## src/rtl/hard_mem_1rw_byte_mask_stream_adapter_pkg.sv

```systemverilog
// Shared types and sizing helpers for the ready/valid front-end of the 1rw byte-masked SRAM.
`ifndef HARD_MEM_1RW_BYTE_MASK_STREAM_ADAPTER_PKG_SV
`define HARD_MEM_1RW_BYTE_MASK_STREAM_ADAPTER_PKG_SV

`define DECLARE_HARD_MEM_STREAM_REQ_T(width_mp, els_mp) \
    typedef struct packed { \
        logic                          w; \
        logic [$clog2(els_mp)-1:0]     addr; \
        logic [(width_mp)-1:0]         data; \
        logic [((width_mp)>>3)-1:0]    write_mask; \
    } stream_req_t

package hard_mem_1rw_byte_mask_stream_adapter_pkg;

    localparam int unsigned default_width_lp    = 32'd64;
    localparam int unsigned default_els_lp      = 32'd512;
    localparam int unsigned default_fifo_els_lp = 32'd3;

    // Bits needed to hold an occupancy count of 0..depth inclusive.
    function automatic int unsigned count_width(input int unsigned depth);
        return $clog2(depth + 32'd1);
    endfunction

    function automatic int unsigned ptr_width(input int unsigned depth);
        return (depth < 32'd2) ? 32'd1 : $clog2(depth);
    endfunction

endpackage

`endif

```

## src/rtl/hard_mem_stream_resp_fifo.sv

```systemverilog
// Register FIFO holding captured SRAM read results; depth need not be a power of two.
module hard_mem_stream_resp_fifo
    import hard_mem_1rw_byte_mask_stream_adapter_pkg::*;
#(
    parameter int unsigned width_p = default_width_lp,
    parameter int unsigned els_p   = default_fifo_els_lp
) (
    input  logic               clk_i,
    input  logic               reset_n_i,
    input  logic               v_i,
    input  logic [width_p-1:0] data_i,
    output logic               v_o,
    output logic [width_p-1:0] data_o,
    input  logic               yumi_i
);

    localparam int unsigned ptr_width_lp   = ptr_width(els_p);
    localparam int unsigned count_width_lp = count_width(els_p);

    logic [width_p-1:0]        mem_r [els_p];
    logic [ptr_width_lp-1:0]   wr_ptr_r;
    logic [ptr_width_lp-1:0]   rd_ptr_r;
    logic [count_width_lp-1:0] count_r;
    logic [count_width_lp-1:0] count_n_s;

    function automatic logic [ptr_width_lp-1:0] ptr_incr(input logic [ptr_width_lp-1:0] ptr);
        return ptr_width_lp'((32'(ptr) + 32'd1) % els_p);
    endfunction

    // Occupancy next-state from simultaneous enqueue/dequeue.
    always_comb begin
        count_n_s = count_r;
        case ({v_i, yumi_i})
            2'b10:   count_n_s = count_r + count_width_lp'(1'b1);
            2'b01:   count_n_s = count_r - count_width_lp'(1'b1);
            default: count_n_s = count_r;
        endcase
    end

    // Pointer and occupancy registers.
    always_ff @(posedge clk_i or negedge reset_n_i) begin
        if (!reset_n_i) begin
            wr_ptr_r <= '0;
            rd_ptr_r <= '0;
            count_r  <= '0;
        end else begin
            if (v_i) begin
                wr_ptr_r <= ptr_incr(wr_ptr_r);
            end
            if (yumi_i) begin
                rd_ptr_r <= ptr_incr(rd_ptr_r);
            end
            count_r <= count_n_s;
        end
    end

    // Storage array.
    always_ff @(posedge clk_i or negedge reset_n_i) begin
        if (!reset_n_i) begin
            for (int i = 0; i < int'(els_p); i++) begin
                mem_r[i] <= '0;
            end
        end else if (v_i) begin
            mem_r[wr_ptr_r] <= data_i;
        end
    end

    assign v_o    = (count_r != '0);
    assign data_o = mem_r[rd_ptr_r];

endmodule

```

## src/rtl/hard_mem_1rw_byte_mask_stream_adapter.sv

```systemverilog
// Ready/valid front-end for the 1rw byte-masked SRAM: forwards requests combinationally and
// captures read data into a credit-managed response FIFO so backpressure never drops a result.
module hard_mem_1rw_byte_mask_stream_adapter_chk #(
    parameter int unsigned credit_width_p = 32'd2,
    parameter int unsigned fifo_els_p     = 32'd3
) (
    input logic                      clk_i,
    input logic                      reset_n_i,
    input logic                      yumi_i,
    input logic                      v_o,
    input logic [credit_width_p-1:0] credit_r
);

    yumi_needs_valid: assert property (@(posedge clk_i) disable iff (!reset_n_i) yumi_i |-> v_o);
    credit_bounded:   assert property (@(posedge clk_i) disable iff (!reset_n_i)
                                       32'(credit_r) <= fifo_els_p);

endmodule

module hard_mem_1rw_byte_mask_stream_adapter
    import hard_mem_1rw_byte_mask_stream_adapter_pkg::*;
#(
    parameter  int unsigned width_p       = default_width_lp,
    parameter  int unsigned els_p         = default_els_lp,
    parameter  int unsigned fifo_els_p    = default_fifo_els_lp,
    localparam int unsigned addr_width_lp = $clog2(els_p),
    localparam int unsigned mask_width_lp = width_p >> 3
) (
    input  logic                     clk_i,
    input  logic                     reset_n_i,
    input  logic                     v_i,
    output logic                     ready_o,
    input  logic                     w_i,
    input  logic [addr_width_lp-1:0] addr_i,
    input  logic [width_p-1:0]       data_i,
    input  logic [mask_width_lp-1:0] write_mask_i,
    output logic                     v_o,
    output logic [width_p-1:0]       data_o,
    input  logic                     yumi_i,
    output logic                     mem_v_o,
    output logic                     mem_w_o,
    output logic [addr_width_lp-1:0] mem_addr_o,
    output logic [width_p-1:0]       mem_data_o,
    output logic [mask_width_lp-1:0] mem_write_mask_o,
    input  logic [width_p-1:0]       mem_data_i
);

    localparam int unsigned              credit_width_lp = count_width(fifo_els_p);
    localparam logic [credit_width_lp-1:0] credit_max_lp = credit_width_lp'(fifo_els_p);

    `DECLARE_HARD_MEM_STREAM_REQ_T(width_p, els_p);

    stream_req_t                req_s;
    logic                       en_r;
    logic                       inflight_r;
    logic [credit_width_lp-1:0] credit_r;
    logic [credit_width_lp-1:0] credit_n_s;
    logic                       accept_s;
    logic                       read_accept_s;
    logic                       deq_s;
    logic                       fifo_v_s;

    assign req_s = '{w: w_i, addr: addr_i, data: data_i, write_mask: write_mask_i};

    // en_r makes reset release visible only from the next clock edge.
    assign ready_o       = en_r & (credit_r < credit_max_lp);
    assign accept_s      = v_i & ready_o;
    assign read_accept_s = accept_s & ~req_s.w;
    assign deq_s         = yumi_i & fifo_v_s;

    assign mem_v_o          = accept_s;
    assign mem_w_o          = req_s.w;
    assign mem_addr_o       = req_s.addr;
    assign mem_data_o       = req_s.data;
    assign mem_write_mask_o = req_s.write_mask;

    // A credit covers both a buffered response and the read still in the SRAM pipeline.
    always_comb begin
        credit_n_s = credit_r;
        case ({read_accept_s, deq_s})
            2'b10:   credit_n_s = credit_r + credit_width_lp'(1'b1);
            2'b01:   credit_n_s = credit_r - credit_width_lp'(1'b1);
            default: credit_n_s = credit_r;
        endcase
    end

    // Control state: enable, one-cycle read tracking, credits.
    always_ff @(posedge clk_i or negedge reset_n_i) begin
        if (!reset_n_i) begin
            en_r       <= 1'b0;
            inflight_r <= 1'b0;
            credit_r   <= '0;
        end else begin
            en_r       <= 1'b1;
            inflight_r <= read_accept_s;
            credit_r   <= credit_n_s;
        end
    end

    hard_mem_stream_resp_fifo #(
        .width_p (width_p),
        .els_p   (fifo_els_p)
    ) resp_fifo (
        .clk_i     (clk_i),
        .reset_n_i (reset_n_i),
        .v_i       (inflight_r),
        .data_i    (mem_data_i),
        .v_o       (fifo_v_s),
        .data_o    (data_o),
        .yumi_i    (deq_s)
    );

    assign v_o = fifo_v_s;

    hard_mem_1rw_byte_mask_stream_adapter_chk #(
        .credit_width_p (credit_width_lp),
        .fifo_els_p     (fifo_els_p)
    ) chk (
        .clk_i     (clk_i),
        .reset_n_i (reset_n_i),
        .yumi_i    (yumi_i),
        .v_o       (v_o),
        .credit_r  (credit_r)
    );

endmodule

```

## config.mk

```make
export PLATFORM = sky130hd
export DESIGN_NAME = hard_mem_1rw_byte_mask_stream_adapter
export DESIGN_NICKNAME = d
export VERILOG_FILES = /design/src/rtl/hard_mem_1rw_byte_mask_stream_adapter_pkg.sv /design/src/rtl/hard_mem_stream_resp_fifo.sv /design/src/rtl/hard_mem_1rw_byte_mask_stream_adapter.sv
export SDC_FILE = /design/constraint.sdc
export NUM_CORES = 1
export LEC_CHECK = 0
export CORE_ASPECT_RATIO = 0.7
export CORE_MARGIN = 4
export CORE_UTILIZATION = 60
export CTS_BUF_LIST = sky130_fd_sc_hd__clkbuf_4 sky130_fd_sc_hd__clkbuf_8
export CTS_CLUSTER_SIZE = 40
export DETAILED_ROUTE_END_ITERATION = 10
export DONT_BUFFER_PORTS = 1
export PLACE_DENSITY = 0.79
export SLEW_MARGIN = 10
export SYNTH_ARGS = -nofsm -noshare
export SYNTH_HDL_FRONTEND = slang
export SYNTH_SLANG_ARGS = --single-unit
```

## constraint.sdc

```tcl
create_clock -name clk_i -period 1.4 [get_ports clk_i]
set_clock_uncertainty 0.05 [all_clocks]
set_input_delay 0.21 -clock clk_i [delete_from_list [all_inputs] [get_ports clk_i]]
set_output_delay 0.21 -clock clk_i [all_outputs]
set_load 0.05 [all_outputs]
```

# After elaboration in Yosys (flattened, before gate mapping)
# Cells that the tools add are included.
# classes
n_addsub	6
div	2
order_cmp	4
n_eq_ne	4
n_mux	8
bitwise	7
n_reduce_logical	4
# op_table
op	n
bitwise mux 192 bit	1
two-way mux 64 bit	3
binary-select mux 64 bit (select 2 bit)	1
demux 64 bit (select 2 bit)	1
remainder unit 32 x 2 -> 32 bit, second input constant	2
one-hot mux 2 bit (2 select lines)	2
adder 2 x 1 -> 3 bit, second input constant	2
>= comparator 3 bit, second input constant	2
inverter 2 -> 3 bit	2
nonzero test 2 bit	3
adder 2 x 1 -> 2 bit, second input constant	2
bitwise AND 1 bit	4
equality test 2 x 1 -> 1 bit, second input constant	2
equality test 2 bit, second input constant	2
subtractor 2 x 1 -> 2 bit, second input constant	2
< comparator 3 x 1 -> 1 bit, second input constant	1
< comparator 2 bit, second input constant	1
logical AND 1 bit	1
inverter 1 bit	1
# word_totals
ff_bits	202
input_bits	150
out_inout_bits	149
elab_cells	44

# Depth between registers and ports, before layout
# depth
depth_word	6
depth_mapped	7
depth_no_buf	7

# By module
# Synthesis repeated with hierarchy kept, for this count alone.
# hier_totals
cells_unflattened	741
area_unflattened_um2	9743.1
# modules_own_cells
module	n_inst	cells_each	area_each_um2	seq_area_each_um2
hard_mem_stream_resp_fifo	1	643	8946.1	4954.8
hard_mem_1rw_byte_mask_stream_adapter	1	98	797.0	100.1

# Worst setup path before layout
# Ideal clock, no wire load.
# synth_path
path_type	reg-to-output
from	register resp_fifo.rd_ptr_r[1]
to	output port data_o[25]
arrival_time_ns	2.139
t_required_ns	1.140
slack_ns	-0.999
stages_incl_launch_ff	6
path_buffers	3
path_cell_list	dfrtp_1 -> clkbuf_1 -> buf_2 -> buf_2 -> mux2i_1 -> o21ai_0
# synth_between
elab_chain_len	4
# synth_lines
element	line	rtl
from (decl)	hard_mem_stream_resp_fifo.sv:22	logic [ptr_width_lp-1:0] rd_ptr_r;
from (signal assigned)	hard_mem_stream_resp_fifo.sv:51	rd_ptr_r <= ptr_incr(rd_ptr_r);
inverter 2 -> 3 bit (not written as such)	hard_mem_stream_resp_fifo.sv:69	assign data_o = mem_r[rd_ptr_r];
binary-select mux 64 bit (select 2 bit)	hard_mem_stream_resp_fifo.sv:69	
two-way mux 64 bit (not written as such) (2 in a row)	hard_mem_stream_resp_fifo.sv:69	
to (decl)	hard_mem_1rw_byte_mask_stream_adapter.sv:38	output logic [width_p-1:0] data_o,
# No other way between the ends. The select of a mux whose other input is x is not followed.

# Final worst setup path
# layout_path
from	register resp_fifo.rd_ptr_r[1]
to	output port data_o[33]
# Same word-level chain as after synthesis.

==> summary.txt <==
outcome = finished with violations
failing checks = hold timing, setup timing
RSZ-0062 raised after global routing = yes
final setup violation count = 263
Worst R2R Start = inflight_r$_DFF_PN0_
hpwl dp = 16.0 mm
vias in the first global route = 7288
share of cells above drive strength 1 = 61.5%
I/O Buffers = 0
Tot GR Track Use = 30.5%
Initial Utilization = 61.8%
Max Slew Vio Count = 0
clk root buf = clkbuf_8
R2R depth = 5
CP arrival = 2080 ps
via/cell ratio = 6.38
CP Launch Point = resp_fifo.rd_ptr_r[1]$_DFFE_PN0P_
Worst-path clk slew = 80 ps
antenna violation net count after detailed routing = 0
fill cell count = 412
FP Rows = 38
crit-path max FO = 25
sequential power share = 25.8%
FMAX = 426 MHz
top cells by instance count after synthesis = dfrtp_1 (202), mux2_2 (133), buf_4 (83)
cell count after synthesis = 741
DRT Wirelength = 35.7 mm
Vias = 6879
post-route cell area = 14500 um2
RePlAce Congestion = 0.796
num ports = 299
final cell count without fillers = 1079
Final nets = 1007
Synth Net Count = 893
Tmin final = 2340 ps
leading area contributor after synthesis = dfrtp_1
H-tree Lvls = 1
prevailing post-synth register cell = dfrtp_1
Int Power = 25.3 mW
Logic pwr share = 62.2%
initial antenna violation count = 1
CTS tree = done
Pwr Density = 3110 nW/um2
die area = 18300 um2
GRT overflow = 0
Seq/Total Area, Yosys = 52.1%
area of the mapped netlist = 9700 um2
Worst Setup Path Type = reg -> out
number of synthesized register bits = 202
Initial DRC Count = 564
Area contributors post-synth = dfrtp_1 (52%), mux2_2 (15%), mux2_4 (9.3%)
first-pass GRT wire length = 43.7 mm
Worst Setup End Kind = output pin
Final Cycle Share = 167%
Placement Setup Slack = -266 ps
placed insts = 900
share of the synthesized area in the top cell type = 52.1%
dpl cell area = 11300 um2
CTS Hold Bufs = 66
CP Data Required Time = 1140 ps
WL/cell = 33.1 um
Setup crit start kind = register
most frequent cell after synthesis = dfrtp_1
Clock Power Share = 12.0%
Clock Latency Late Sink = 580 ps
Die W = 160 um
Psw = 19.8 mW
Async SR Flop Fraction = 100%
Sink Count = 202
Post-synth EDFFs = 0
hold_ws = -730 ps
Post-Syn Area per Cell = 13.1 um2
DRC violations left = 0
Max clock buf depth = 3
largest net degree at the start of global routing = 203
final hold vios = 202
switching fraction of total power = 43.9%
setup ws final = -945 ps
number of library cell types mapped by synthesis = 25
Yosys warnings = 0
slew of the pin with the lowest slew margin = 596 ps
total clock buffers created by CTS = 30
Slew HR = 60.2%
Pleak = 6.68 nW
worst hold path class = in -> async
Max VDD drop = 2.10 mV
core area = 15700 um2
P&R area growth vs syn = 49.5%
max-capacitance violation count = 0
Die Span Y = 114 um
drt pass-1 iters = 4
## power by group through the flow
stage	clock, mW	combinational, mW	sequential, mW
floorplan	0	16.3	9.94
global placement	0	22.9	10.2
detailed placement	0	23.4	10.5
CTS	5.25	24.9	10.6
global route	5.71	28.7	11.8
finish	5.43	28.0	11.6
## through the flow
stage / util (%) / power (mW) / setup TNS (ps)
2_1_floorplan: - / 26.3 / -18950
3_3_place_gp: 72.0 / 33.1 / -22030
3_5_place_dp: 72.0 / 33.9 / -29260
4_1_cts: 85.5 / 40.8 / -84230
5_1_grt: 92.4 / 46.2 / -113250
6_report: 92.4 / 45.1 / -108690
## logic make-up (layout without fill, tap and decap cells)
kind of cell / count (synthesis) / after routing / share of synthesized area, %
AND/OR/NAND/NOR: 78 / 78 / 3.26
other: 1 / 2 / 0.0387
XOR/XNOR: 8 / 8 / 0.723
AO/OA/AOI/OAI: 66 / 66 / 3.41
multiplexers: 257 / 257 / 31.3
adder cells (fa/ha/maj): 2 / 2 / 0.258
flip-flops: 202 / 202 / 52.1
buffers and inverters: 127 / 264 / 8.84
## per-layer routing
metal	GRT usage [%]	up-vias	part of all wire, %
met5	0	-	0
met4	11.2	0	5.3
met3	8.24	161	7.8
met2	53.9	458	51
met1	36.2	3549	36
li1	-	2711	-
## timing repair
| item | CTS | global route |
|---|---|---|
| setup buffers | 19 | 22 |
| resized for setup | 101 | 185 |
| cloned | 8 | 18 |
| endpoints found under the setup margin | 260 | 264 |
| endpoints found under the hold margin | 399 | 202 |
| pin swaps | 12 | 16 |
## final timing paths
kind / end / slack (ps)
min: resp_fifo.mem_r[8]$_DFFE_PN0P_ / -730
min reg2reg: resp_fifo.mem_r[141]$_DFFE_PN0P_ / 470
min in group clk_i: inflight_r$_DFF_PN0_ / 110
max reg2reg: resp_fifo.mem_r[27]$_DFFE_PN0P_ / -440
max: data_o[33] / -940
max in group asynchronous: resp_fifo.mem_r[49]$_DFFE_PN0P_ / 1650
## area by class of cell
class	count	area, um2	share of cell area, %
multi-input combinational	412	5390	37.2
tap	200	250	1.73
sequential	202	5060	34.9
clock inverter	3	15.0	0.104
timing repair buffer	206	3120	21.5
clock buffer	52	653	4.51
antenna	1	2.50	0.0173
inverter	3	11.3	0.0777
## sequential cells by signal, indices dropped and copies added (netlist names)
name,flops
resp_fifo.mem_r,192
credit_r,2
resp_fifo.count_r,2
resp_fifo.rd_ptr_r,2
resp_fifo.wr_ptr_r,2
en_r,1
inflight_r,1
## cell usage in the layout, fill, tap and decap left out, drive strengths merged, types with 2 or more instances in the layout
cell type	instances
dfrtp	202
mux2	193
buf	127
dlygate4sd3	66
o21ai	66
clkbuf	65
nand2	65
mux2i	64
xnor2	5
nor2	4
inv	3
xor2	3
clkinv	3
nand2b	2
ha	2
nor2b	2
## critical path, cell delays in order, from the launching register on
cell and delay (ps):
dfrtp_4 510, buf_12 270, mux2i_1 420, o21ai_4 120, buf_12 160
No activity file was read; power rests on OpenSTA's default activity.
